## src/rtl/branch_resolution_queue.sv

```systemverilog
// In-order queue of in-flight branch predictions awaiting their retire-side outcome.
// Produces registered training updates and the resolved global history; optional stats via STATS_EN.
module branch_resolution_queue #(
    parameter int DEPTH    = 8,
    parameter int PTR_W    = 3,
    parameter int HIST_LEN = 16,
    parameter int CNT_W    = 32
) (
    input  logic                clk,
    input  logic                reset_n,
    input  logic                pred_valid,
    input  logic [63:0]         pred_ip,
    input  logic                pred_taken,
    output logic                pred_ready,
    input  logic                res_valid,
    input  logic                res_taken,
    input  logic                flush,
    output logic                upd_valid,
    output logic [63:0]         upd_ip,
    output logic                upd_taken,
    output logic                upd_mispredict,
    output logic [HIST_LEN-1:0] ghr,
    output logic [PTR_W:0]      occupancy,
    output logic                underflow_err,
    output logic [CNT_W-1:0]    branch_cnt,
    output logic [CNT_W-1:0]    mispredict_cnt
);

    localparam logic [PTR_W:0]   FULL_OCC = (PTR_W+1)'(DEPTH);
    localparam logic [PTR_W:0]   OCC_ONE  = {{PTR_W{1'b0}}, 1'b1};
    localparam logic [PTR_W-1:0] PTR_ONE  = {{(PTR_W-1){1'b0}}, 1'b1};

    logic [63:0]         ip_mem_r    [DEPTH];
    logic                taken_mem_r [DEPTH];
    logic [PTR_W-1:0]    wr_ptr_r;
    logic [PTR_W-1:0]    rd_ptr_r;
    logic [PTR_W:0]      occ_r;
    logic                upd_valid_r;
    logic [63:0]         upd_ip_r;
    logic                upd_taken_r;
    logic                upd_mispredict_r;
    logic [HIST_LEN-1:0] ghr_r;
    logic                underflow_r;
    logic                push_s;
    logic                pop_s;
    logic                mispredict_s;

    assign pred_ready     = (occ_r != FULL_OCC);
    assign occupancy      = occ_r;
    assign upd_valid      = upd_valid_r;
    assign upd_ip         = upd_ip_r;
    assign upd_taken      = upd_taken_r;
    assign upd_mispredict = upd_mispredict_r;
    assign ghr            = ghr_r;
    assign underflow_err  = underflow_r;

    // Accepted push/pop this cycle; flush overrides both.
    always_comb begin
        push_s       = 1'b0;
        pop_s        = 1'b0;
        mispredict_s = taken_mem_r[rd_ptr_r] ^ res_taken;
        if (flush) begin
            push_s = 1'b0;
            pop_s  = 1'b0;
        end else begin
            push_s = pred_valid && (occ_r != FULL_OCC);
            pop_s  = res_valid && (occ_r != {(PTR_W+1){1'b0}});
        end
    end

    // Entry storage; deliberately not reset.
    always_ff @(posedge clk) begin
        if (push_s) begin
            ip_mem_r[wr_ptr_r]    <= pred_ip;
            taken_mem_r[wr_ptr_r] <= pred_taken;
        end
    end

    // Pointers and occupancy; pointers wrap naturally as DEPTH is a power of two.
    always_ff @(posedge clk or negedge reset_n) begin
        if (!reset_n) begin
            wr_ptr_r <= {PTR_W{1'b0}};
            rd_ptr_r <= {PTR_W{1'b0}};
            occ_r    <= {(PTR_W+1){1'b0}};
        end else if (flush) begin
            wr_ptr_r <= {PTR_W{1'b0}};
            rd_ptr_r <= {PTR_W{1'b0}};
            occ_r    <= {(PTR_W+1){1'b0}};
        end else begin
            if (push_s) wr_ptr_r <= wr_ptr_r + PTR_ONE;
            if (pop_s)  rd_ptr_r <= rd_ptr_r + PTR_ONE;
            case ({push_s, pop_s})
                2'b10:   occ_r <= occ_r + OCC_ONE;
                2'b01:   occ_r <= occ_r - OCC_ONE;
                default: occ_r <= occ_r;
            endcase
        end
    end

    // Training update, history shift and sticky underflow flag.
    always_ff @(posedge clk or negedge reset_n) begin
        if (!reset_n) begin
            upd_valid_r      <= 1'b0;
            upd_ip_r         <= 64'd0;
            upd_taken_r      <= 1'b0;
            upd_mispredict_r <= 1'b0;
            ghr_r            <= {HIST_LEN{1'b0}};
            underflow_r      <= 1'b0;
        end else begin
            upd_valid_r <= pop_s;
            if (pop_s) begin
                upd_ip_r         <= ip_mem_r[rd_ptr_r];
                upd_taken_r      <= res_taken;
                upd_mispredict_r <= mispredict_s;
                ghr_r            <= {ghr_r[HIST_LEN-2:0], res_taken};
            end
            if (res_valid && (occ_r == {(PTR_W+1){1'b0}})) underflow_r <= 1'b1;
        end
    end

`ifdef STATS_EN
    localparam logic [CNT_W-1:0] CNT_MAX = {CNT_W{1'b1}};
    localparam logic [CNT_W-1:0] CNT_ONE = {{(CNT_W-1){1'b0}}, 1'b1};

    logic [CNT_W-1:0] branch_cnt_r;
    logic [CNT_W-1:0] mispredict_cnt_r;

    // Saturating resolution statistics.
    always_ff @(posedge clk or negedge reset_n) begin
        if (!reset_n) begin
            branch_cnt_r     <= {CNT_W{1'b0}};
            mispredict_cnt_r <= {CNT_W{1'b0}};
        end else if (pop_s) begin
            if (branch_cnt_r != CNT_MAX) branch_cnt_r <= branch_cnt_r + CNT_ONE;
            if (mispredict_s && (mispredict_cnt_r != CNT_MAX))
                mispredict_cnt_r <= mispredict_cnt_r + CNT_ONE;
        end
    end

    assign branch_cnt     = branch_cnt_r;
    assign mispredict_cnt = mispredict_cnt_r;
`else
    assign branch_cnt     = {CNT_W{1'b0}};
    assign mispredict_cnt = {CNT_W{1'b0}};
`endif

endmodule

```

## config.mk

```make
export PLATFORM = sky130hd
export DESIGN_NAME = branch_resolution_queue
export DESIGN_NICKNAME = d
export VERILOG_FILES = /design/src/rtl/branch_resolution_queue.sv
export SDC_FILE = /design/constraint.sdc
export NUM_CORES = 1
export LEC_CHECK = 0
export BUFFER_PORTS_ARGS = -buffer_cell sky130_fd_sc_hd__buf_2
export CAP_MARGIN = 0
export CORE_AREA = 2 2 221 223
export CTS_CLUSTER_SIZE = 20
export DETAILED_ROUTE_END_ITERATION = 10
export DIE_AREA = 0 0 223 225
export MAX_ROUTING_LAYER = met4
export PLACE_DENSITY = 0.7
export SLEW_MARGIN = 30
export SYNTH_ARGS = -nofsm -noshare
export SYNTH_HDL_FRONTEND = slang
export SYNTH_SLANG_ARGS = --single-unit
```

## constraint.sdc

```tcl
create_clock -name clk -period 6.8 [get_ports clk]
set_input_delay 2.04 -clock clk [delete_from_list [all_inputs] [get_ports clk]]
set_output_delay 2.04 -clock clk [all_outputs]
set_load 0.02 [all_outputs]
```

### Yosys cells after proc, flatten, opt, wreduce, memory -nomap -nowiden

Memory sizes are Yosys's and may differ from the RTL's. A register that Yosys moved wholly into a read port is not among the register bits.
Cells that the tools add are included.

| operators by class | value |
|---|---|
| bitwise gates (word level) | 1 |
| add/sub/neg operators | 4 |
| reduce and logical (&&, ||, !) cells | 9 |
| eq/ne operators | 3 |
| mux-type cells | 10 |

Operators by type and width:

| operator | count |
|---|---|
| 3-bit two-way mux | 4 |
| 4-bit one-hot mux with 2 select lines | 1 |
| 3-bit by 1-bit adder with 3-bit output, second input constant | 2 |
| 4-bit by 1-bit adder with 4-bit output, second input constant | 1 |
| 4-bit zero test | 1 |
| 1-bit two-way mux | 4 |
| 4-bit two-way mux | 1 |
| 4-bit inequality test, second input constant | 1 |
| 2-bit nonzero test | 2 |
| 4-bit nonzero test | 1 |
| 4-bit by 1-bit subtractor with 4-bit output, second input constant | 1 |
| 1-bit logical AND | 3 |
| 3-bit nonzero test | 1 |
| 2-bit by 1-bit equality test with 1-bit output, second input constant | 1 |
| 2-bit equality test, second input constant | 1 |
| 1-bit zero test | 1 |
| 1-bit bitwise XOR | 1 |

| storage, ports and cells | value |
|---|---|
| output and inout bits | 153 |
| register bits after elaboration | 30 |
| input bits | 71 |
| memories kept | 2 |
| bits in writable memories | 520 |
| logic and storage cells | 37 |

Memories:

| name | depth | bits a word | read ports | clocked after memory_dff | wr ports | line | source |
|---|---|---|---|---|---|---|---|
| ip_mem_r | 8 | 64 | 1 | 1 | 1 | 33 | `logic [63:0] ip_mem_r [DEPTH];` |
| taken_mem_r | 8 | 1 | 1 | 0 | 1 | 34 | `logic taken_mem_r [DEPTH];` |

### Logic depth before layout (Yosys ltp)

Gate-level depths: netlist (run 1).

| depth | value |
|---|---|
| depth after elaboration | 6 |
| gate-level depth with buffers | 10 |
| depth with buffers taken out | 9 |

### Worst setup path before layout (run 1)

OpenSTA, ideal clock, no wires.

| timing | value |
|---|---|
| path kind | input-to-reg |
| from | in pred_valid |
| to | mem ip_mem_r[1][0], enable pin |
| arrival time | 7.204 ns |
| slack | -0.972 ns |
| path buffers | 1 |
| stages on the path | 5 |
| cell sequence | clkbuf_1 -> inv_1 -> nor2_1 -> nand3_1 -> nor3_1 |

| between the ends | value |
|---|---|
| longest elaborated chain between the ends | 4 |

Ends and longest elaborated chain:

| what | line | source |
|---|---|---|
| start, declared | 11 | `input logic pred_valid,` |
| 1-bit logical AND | 66 | `push_s = pred_valid && (occ_r != FULL_OCC);` |
| 1-bit two-way mux | 62 | `if (flush) begin` |
| 1-bit two-way mux | 73 | `if (push_s) begin` |
| 1-bit two-way mux (implied by the code) | 74 | `ip_mem_r[wr_ptr_r] <= pred_ip;` |
| end, declared | 33 |  |

Every way passes these cells.

### Worst setup path in the final report (run 1)

| timing | value |
|---|---|
| from | in pred_valid |
| to | mem ip_mem_r[3][30], enable pin |

The elaborated chain is that of the path after synthesis.

==> qor.tcl, run 1 <==
set qor(cts.clk_slew.worst_paths_ns) 0.06
set qor(seq_total_area_yosys) 0.761
set qor(final_max_slew_viol_count) 0
set qor(power.internal_mw) 7.08
set qor(placed_cells) 1899
set qor(total_routing_resource_utilization_after_global_routing) 0.187
set qor(vias_per_cell) 5.44
set qor(setup_viol) 0
set qor(netlist_top_cells_area) {edfxtp_1, mux4_2, dfrtp_1, mux2i_1, buf_4}
set qor(fin_crit_sh) 0.596
set qor(die_y_um) 225
set qor(timing_worst_slew_pin_value_ns) 0.914
set qor(pin_count) 224
set qor(pwr-share-comb) 0.192
set qor(detailroute.via_count) 10996
set qor(layout_commonest_cell) {edfxtp_1}
set qor(final.hold.worst_slack_ns) 0.468
set qor(overflow) 0
set qor(power.switching_mw) 2.59
set qor(floorplan.rows) 80
set qor(maximum_number_of_pins_on_one_net_before_global_route_repair) 68
set qor(fmax_ghz) 0.247
set qor(max-vdd-ir-drop_v) 0.000220
set qor(cts.sinks) 613
set qor(ys_ff_latch) 613
set qor(tritoncts_clock_tree) {yes}
set qor(yosysUniqueCellTypes) 40
set qor(die_area_um2) 50200
set qor(detail_route.drc_violations) 0
set qor(worst_hold_path_type) {reg -> reg}
set qor(die-width_um) 223
set qor(via_count_of_the_first_global_routing_pass) 11401
set qor(synth.cell_area_um2) 23600
set qor(post_drt_wl_per_cell_um) 22.0
set qor(timing.critical_path.to_type) {flop}
set qor(initial_core_util) 0.496
set qor(grt_first_pass_wirelength_mm) 68.7
set qor(cts_repair_resize_count) 0
set qor(timing.critical_path.required_ns) 7.05
set qor(finalHoldViolations) 0
set qor(unrepaired_setup_endpoints_after_global_routing) {false}
set qor(worst_hold_path.num_cells) 1
set qor(cts_max_path_bufs) 3
set qor(maxSlewHeadroom) 0.389
set qor(yosysWarningCount) 0
set qor(post_cts_buffers) 0
set qor(cts-hold-fix-buffers) 0
set qor(netlist_instances) 1165
set qor(yosysTopAreaCellShare) 0.662
set qor(fin_skew_ns) 0.0284
set qor(r2r_slack_ns) 3.71
set qor(core_area_um2) 47500
set qor(holdPathEnd) {underflow_err}
set qor(timing.max_cap.violations) 0
set qor(synth_area_leader_cell) {edfxtp_1}
set qor(setup_tns_ns) 0
set qor(cts_inserted_buffers) 59
set qor(drt-pass1-iter-count) 7
set qor(cp_data_arrival_time_ns) 4.30
set qor(cellPowerDensity_nw_per_um2) 358
set qor(number_of_buffers_inserted_by_port_buffering) 159
set qor(dr.first_iter.drc_count) 848
set qor(power_leakage_nw) 9.03
set qor(sw_frac_of_total) 0.268
set qor(drive_gt1_frac) 0.310
set qor(power.sequential.fraction) 0.476
set qor(critical_path_peak_fanout) 26
set qor(drtAntennaViolNets) 0
set qor(design_power_total_mw) 9.67
set qor(place_congestion) 0.782
set qor(critical_path.cell_chain) {buf_2 > inv_1 > nor2_1 > nand3_1 > nor2_4 > buf_4}
set qor(cts-htree-levels) 2
set qor(initial_antenna_violation_count) 9
set qor(setup.worst_path.class) {in -> reg}
set qor(r2r_end) {ip_mem_r[3][30]}
set qor(syn2layout_area_growth_pct) 14.4
set qor(min-delay-start) {underflow_err}
set qor(r2r_cells) 5
set qor(layout.cells.most_common_list) {edfxtp_1, buf_2, mux4_2}
set qor(fin_nets) 1422
set qor(power.share.clock) 0.332
set qor(status) {finished, final reports clean}
set qor(clockRootBuffer) {clkbuf_16}
set qor(worstReg2RegStart) {occupancy[0]}
set qor(detailed_place_hpwl_mm) 25.6
set qor(critPathMaxStageDelay_ns) 0.83
set qor(period_minus_slack_ns) 4.05
set qor(crit_path_start_kind) {primary input}
set qor(synth_area_per_cell_um2) 20.2
set qor(finalWirelength_mm) 44.4
set qor(layoutNonFillerInstCount) 2020
set qor(crit_slowest_cell) {nor2_4}
set qor(clk-insertion-delay-late_ns) 0.61
==> cell families after synthesis <==
logic type / after synthesis / synth area share
AO/OA/AOI/OAI: 85 / 0.0193
XOR/XNOR: 6 / 0.00223
adder cells (fa/ha/maj): 4 / 0.00212
buffers and inverters: 131 / 0.0333
flip-flops: 613 / 0.761
multiplexers: 213 / 0.160
other: 1 / 0.000159
AND/OR/NAND/NOR: 112 / 0.0217
==> flip-flops by register name (all words and copies together) (netlist names) <==
name / cells
ip_mem_r: 512
upd_ip: 64
ghr: 16
taken_mem_r: 8
occupancy: 4
rd_ptr_r: 3
wr_ptr_r: 3
underflow_err: 1
upd_mispredict: 1
upd_valid: 1
==> critical path, delay by kind of cell <==
kind                   cells  cell delay [ns]
AND/OR/NAND/NOR            3             1.49
buffers and inverters      3             0.74
==> cell usage after synthesis <==
cell type  instances
inv_1              4
buf_1              6
o2111ai_1          1
a21oi_1           72
nor4_2             1
xnor2_1            3
xor2_1             3
buf_4             66
nand3_1            5
nor3_1             4
nor4_1             1
nor4b_1            2
inv_2              1
nor2_1            77
o32ai_1            1
mux2_2            17
o21ai_0            3
nor4b_4            1
a31oi_1            1
or3_1              2
and3_1             1
dfrtp_1           93
nand4_1            1
a211o_1            1
o211ai_1           2
edfxtp_1         520
nand2_1            8
o21a_1             1
nand3b_1           1
mux2i_1           66
or4_1              3
clkbuf_1          28
nand2b_1           5
buf_6              2
a21o_1             2
mux4_2           130
conb_1             1
ha_1               4
o311a_1            1
buf_2             24
==> layer usage <==
layer	global-route usage	vias up	share of wire
met1	0.254	5730	0.44
met2	0.293	308	0.48
met5	-	-	0
met3	0.0405	63	0.056
li1	-	4895	-
met4	0.0459	0	0.018
==> power by group through the flow <==
stage	Sequential (mW)	Clock [mW]	Combinational [mW]
finish	4.60	3.21	1.86
global route	4.65	3.42	2.03
CTS	4.61	3.27	1.89
detailed placement	4.69	0	1.88
global placement	4.68	0	1.86
floorplan	4.87	0	1.14
==> area by class of cell <==
| type | count | area, µm² |
|---|---|---|
| clock buffer | 84 | 1660 |
| inverter | 5 | 18.8 |
| antenna | 9 | 22.5 |
| tap | 615 | 769 |
| multi-input combinational | 484 | 5160 |
| sequential | 613 | 18000 |
| fill | 3541 | 20600 |
| timing repair buffer | 184 | 1140 |
| clock inverter | 26 | 250 |
==> worst max-delay path by stage <==
stage	start	to
after floorplan	pred_valid	ip_mem_r[7][0]
after global placement	pred_valid	ip_mem_r[3][47]
after detailed placement	pred_valid	ip_mem_r[3][49]
after CTS	pred_valid	ip_mem_r[3][30]
after global routing	pred_valid	ip_mem_r[3][63]
final	pred_valid	ip_mem_r[3][30]
==> per-stage QoR <==
step	cell area, µm²	setup slack, ns	util
after global routing	27000	2.58	0.567
after CTS	26900	2.74	0.566
after floorplan	23800	0.767	-
final	27000	2.75	0.567
after detailed placement	25000	2.12	0.526
after global placement	24900	2.17	0.524
(Power assumes the default switching activity.)
==> run 2: changes to the inputs <==
- PLACE_DENSITY: 0.7 -> 0.73
- clock period: 6.8 -> 3.4 ns (I/O delays scaled with it)
==> run 2 against run 1 <==
Total power rose by 100%; sequential power is 99% higher; first-iteration DRC count grew 21%; utilization grew 0.53 points; die area is the same; non-clock buffer count increased by 10; design area is 0.94% higher; sequential share of layout area is 0.62 points lower; wire length rose by 0.10%; hold slack worse by 0.056 ns; largest cell class unchanged; largest power group unchanged.
==> qor.tcl, run 2 (same netlist as run 1, synthesis figures left out) <==
set qor(status) {finished, final reports clean}
set qor(pin_count) 224 ;# unchanged
set qor(grt_busiest_layer) {met2}
set qor(drtAntennaViolNets) 0 ;# unchanged
set qor(power.switching_mw) 5.23 ;# +100%
set qor(largest-register) {ip_mem_r}
set qor(vias_per_cell) 5.43 ;# -0.20%
set qor(floorplan.rows) 80 ;# unchanged
set qor(drt-pass1-iter-count) 6 ;# -1
set qor(tritoncts_clock_tree) {yes}
set qor(detailed_place_hpwl_mm) 26.4 ;# +3.3%
set qor(r2r_cells) 9 ;# +4
set qor(max-vdd-ir-drop_v) 0.000495 ;# +130%
set qor(largest_reg_flops) 512 ;# unchanged
set qor(pwr-share-comb) 0.195 ;# +0.003
set qor(initial_core_util) 0.496 ;# unchanged
set qor(postLayoutSetupSlackWorst_ns) 0.449 ;# -2.30 ns
set qor(cts.clk_slew.worst_paths_ns) 0.06 ;# about the same
set qor(via_count_of_the_first_global_routing_pass) 11492 ;# +0.80%
set qor(placed_cells) 1911 ;# +0.63%
set qor(die_y_um) 225 ;# unchanged
set qor(final_util) 0.573 ;# +0.00532
set qor(r2r_end) {occupancy[3]}
set qor(number_of_buffers_inserted_by_port_buffering) 159 ;# unchanged
set qor(detailroute.via_count) 11012 ;# +0.15%
set qor(drive_gt1_frac) 0.322 ;# +0.0115
set qor(grt_first_pass_wirelength_mm) 68.9 ;# +0.40%
set qor(setup_tns_ns) 0 ;# unchanged
set qor(cts.sinks) 613 ;# unchanged
set qor(cellPowerDensity_nw_per_um2) 722 ;# +100%
set qor(fin_skew_ns) 0.0177 ;# -0.0107 ns
set qor(total_routing_resource_utilization_after_global_routing) 0.188 ;# +0.000505
set qor(layoutNonFillerInstCount) 2027 ;# +0.35%
set qor(unrepaired_setup_endpoints_after_global_routing) {false}
set qor(finalWirelength_mm) 44.5 ;# +0.10%
set qor(worstReg2RegStart) {occupancy[1]}
set qor(cts-hold-fix-buffers) 0 ;# unchanged
set qor(cts_inserted_buffers) 58 ;# -1.7%
set qor(fmax_ghz) 0.339
set qor(layout_commonest_cell) {edfxtp_1}
set qor(core_area_um2) 47500 ;# unchanged
set qor(critical_path.startpoint) {occupancy[1]}
set qor(setup_viol) 0 ;# unchanged
set qor(dpl_worst_slack_ns) 0.499 ;# -1.62 ns
set qor(finalInstanceArea_um2) 27200 ;# +0.94%
set qor(groute.layer.met2.usage) 0.314 ;# +0.0211
set qor(sw_frac_of_total) 0.266 ;# -0.00193
set qor(detail_route.drc_violations) 0 ;# unchanged
set qor(clockRootBuffer) {clkbuf_16}
set qor(cts-htree-levels) 2 ;# unchanged
set qor(setup.worst_path.end) {pred_ready}
set qor(timing.critical_path.required_ns) 2.38 ;# -4.67 ns
set qor(clk-insertion-delay-late_ns) 0.61 ;# about the same
set qor(final_max_slew_viol_count) 0 ;# unchanged
set qor(die-width_um) 223 ;# unchanged
set qor(cts_repair_resize_count) 0 ;# unchanged
set qor(post_cts_buffers) 0 ;# unchanged
set qor(power.sequential.fraction) 0.466 ;# -0.010
set qor(grt_use_met3) 0.0360 ;# -0.00456
set qor(setup.worst_path.class) {reg -> out}
set qor(overflow) 0 ;# unchanged
set qor(syn2layout_area_growth_pct) 15.5
set qor(post_drt_wl_per_cell_um) 21.9 ;# -0.24%
set qor(die_area_um2) 50200 ;# unchanged
set qor(fin_crit_sh) 0.868
set qor(period_minus_slack_ns) 2.95
set qor(layout.cells.most_common_list) {edfxtp_1, buf_2, mux4_2}
set qor(timing.max_cap.violations) 0 ;# unchanged
set qor(r2r_slack_ns) 0.76 ;# -2.95 ns
set qor(post_dp_cell_area_um2) 25200 ;# +0.84%
set qor(initial_antenna_violation_count) 10 ;# +1
set qor(maximum_number_of_pins_on_one_net_before_global_route_repair) 76 ;# +12%
set qor(power.internal_mw) 14.4 ;# +100%
set qor(fin_nets) 1431 ;# +0.63%
set qor(critical_path_peak_fanout) 12 ;# -54%
set qor(cp_data_arrival_time_ns) 1.93 ;# -2.37 ns
set qor(maxSlewHeadroom) 0.488 ;# +0.0988
set qor(power_leakage_nw) 9.12 ;# +1.0%
set qor(place_congestion) 0.771 ;# -1.5%
set qor(power.share.clock) 0.339 ;# +0.007
set qor(final.hold.worst_slack_ns) 0.412 ;# -0.0564 ns
set qor(dr.first_iter.drc_count) 1025 ;# +21%
set qor(grt_use_met1) 0.239 ;# -0.0148
set qor(design_power_total_mw) 19.7 ;# +100%
set qor(timing.critical_path.to_type) {output port}
set qor(crit_path_start_kind) {flop}
set qor(finalHoldViolations) 0 ;# unchanged
set qor(timing_worst_slew_pin_value_ns) 0.768 ;# -0.146 ns
set qor(worst_hold_path_type) {in -> async}
set qor(cts_max_path_bufs) 3 ;# unchanged
[run 2: cell types whose count changed in the layout (fill, tap and decap cells not counted), sizes merged]
cell	before	now
clkinvlp	0	4
clkbuf	84	77
inv	6	5
bufinv	5	8
diode	9	7
buf	184	194
[run 2: worst min path at each step]
stage,startpoint,endpoint,slack [ns],cells past startpoint
floorplan,underflow_err,underflow_err,0.57,1
global route,reset_n,upd_ip[12],0.45,1
CTS,reset_n,upd_ip[12],0.43,1
global placement,underflow_err,underflow_err,0.45,1
detailed placement,underflow_err,underflow_err,0.46,1
finish,reset_n,upd_ip[12],0.41,1
[run 2: power by group through the flow]
stage	Sequential (mW)	Combinational [mW]	Clock (mW)
2_1_floorplan	9.74	2.31	0
3_3_place_gp	9.30	3.86	0
3_5_place_dp	9.33	3.91	0
4_1_cts	9.18	3.93	6.81
5_1_grt	9.25	4.18	7.10
6_report	9.16	3.83	6.67
[run 2: final cells by class]
| cell class | count | area [µm²] |
|---|---|---|
| Clock inverter | 32 | 388 |
| Timing Repair Buffer | 194 | 1260 |
| Tap cell | 615 | 769 |
| Fill cell | 3461 | 20300 |
| Clock buffer | 77 | 1630 |
| Antenna cell | 7 | 17.5 |
| Inverter | 5 | 18.8 |
| Sequential cell | 613 | 18000 |
| Multi-Input combinational cell | 484 | 5200 |
[run 2: critical path, stage by stage (launching register included)]
cell     delay [ns]
dfrtp_1        0.52
nor4b_4        0.47
inv_2          0.14
buf_2          0.20
[run 2: per-layer routing]
layer,wire length (µm),vias to the layer above
met5,0,-
met4,739,0
met3,2670,56
met2,22900,342
met1,18200,5704
li1,-,4910
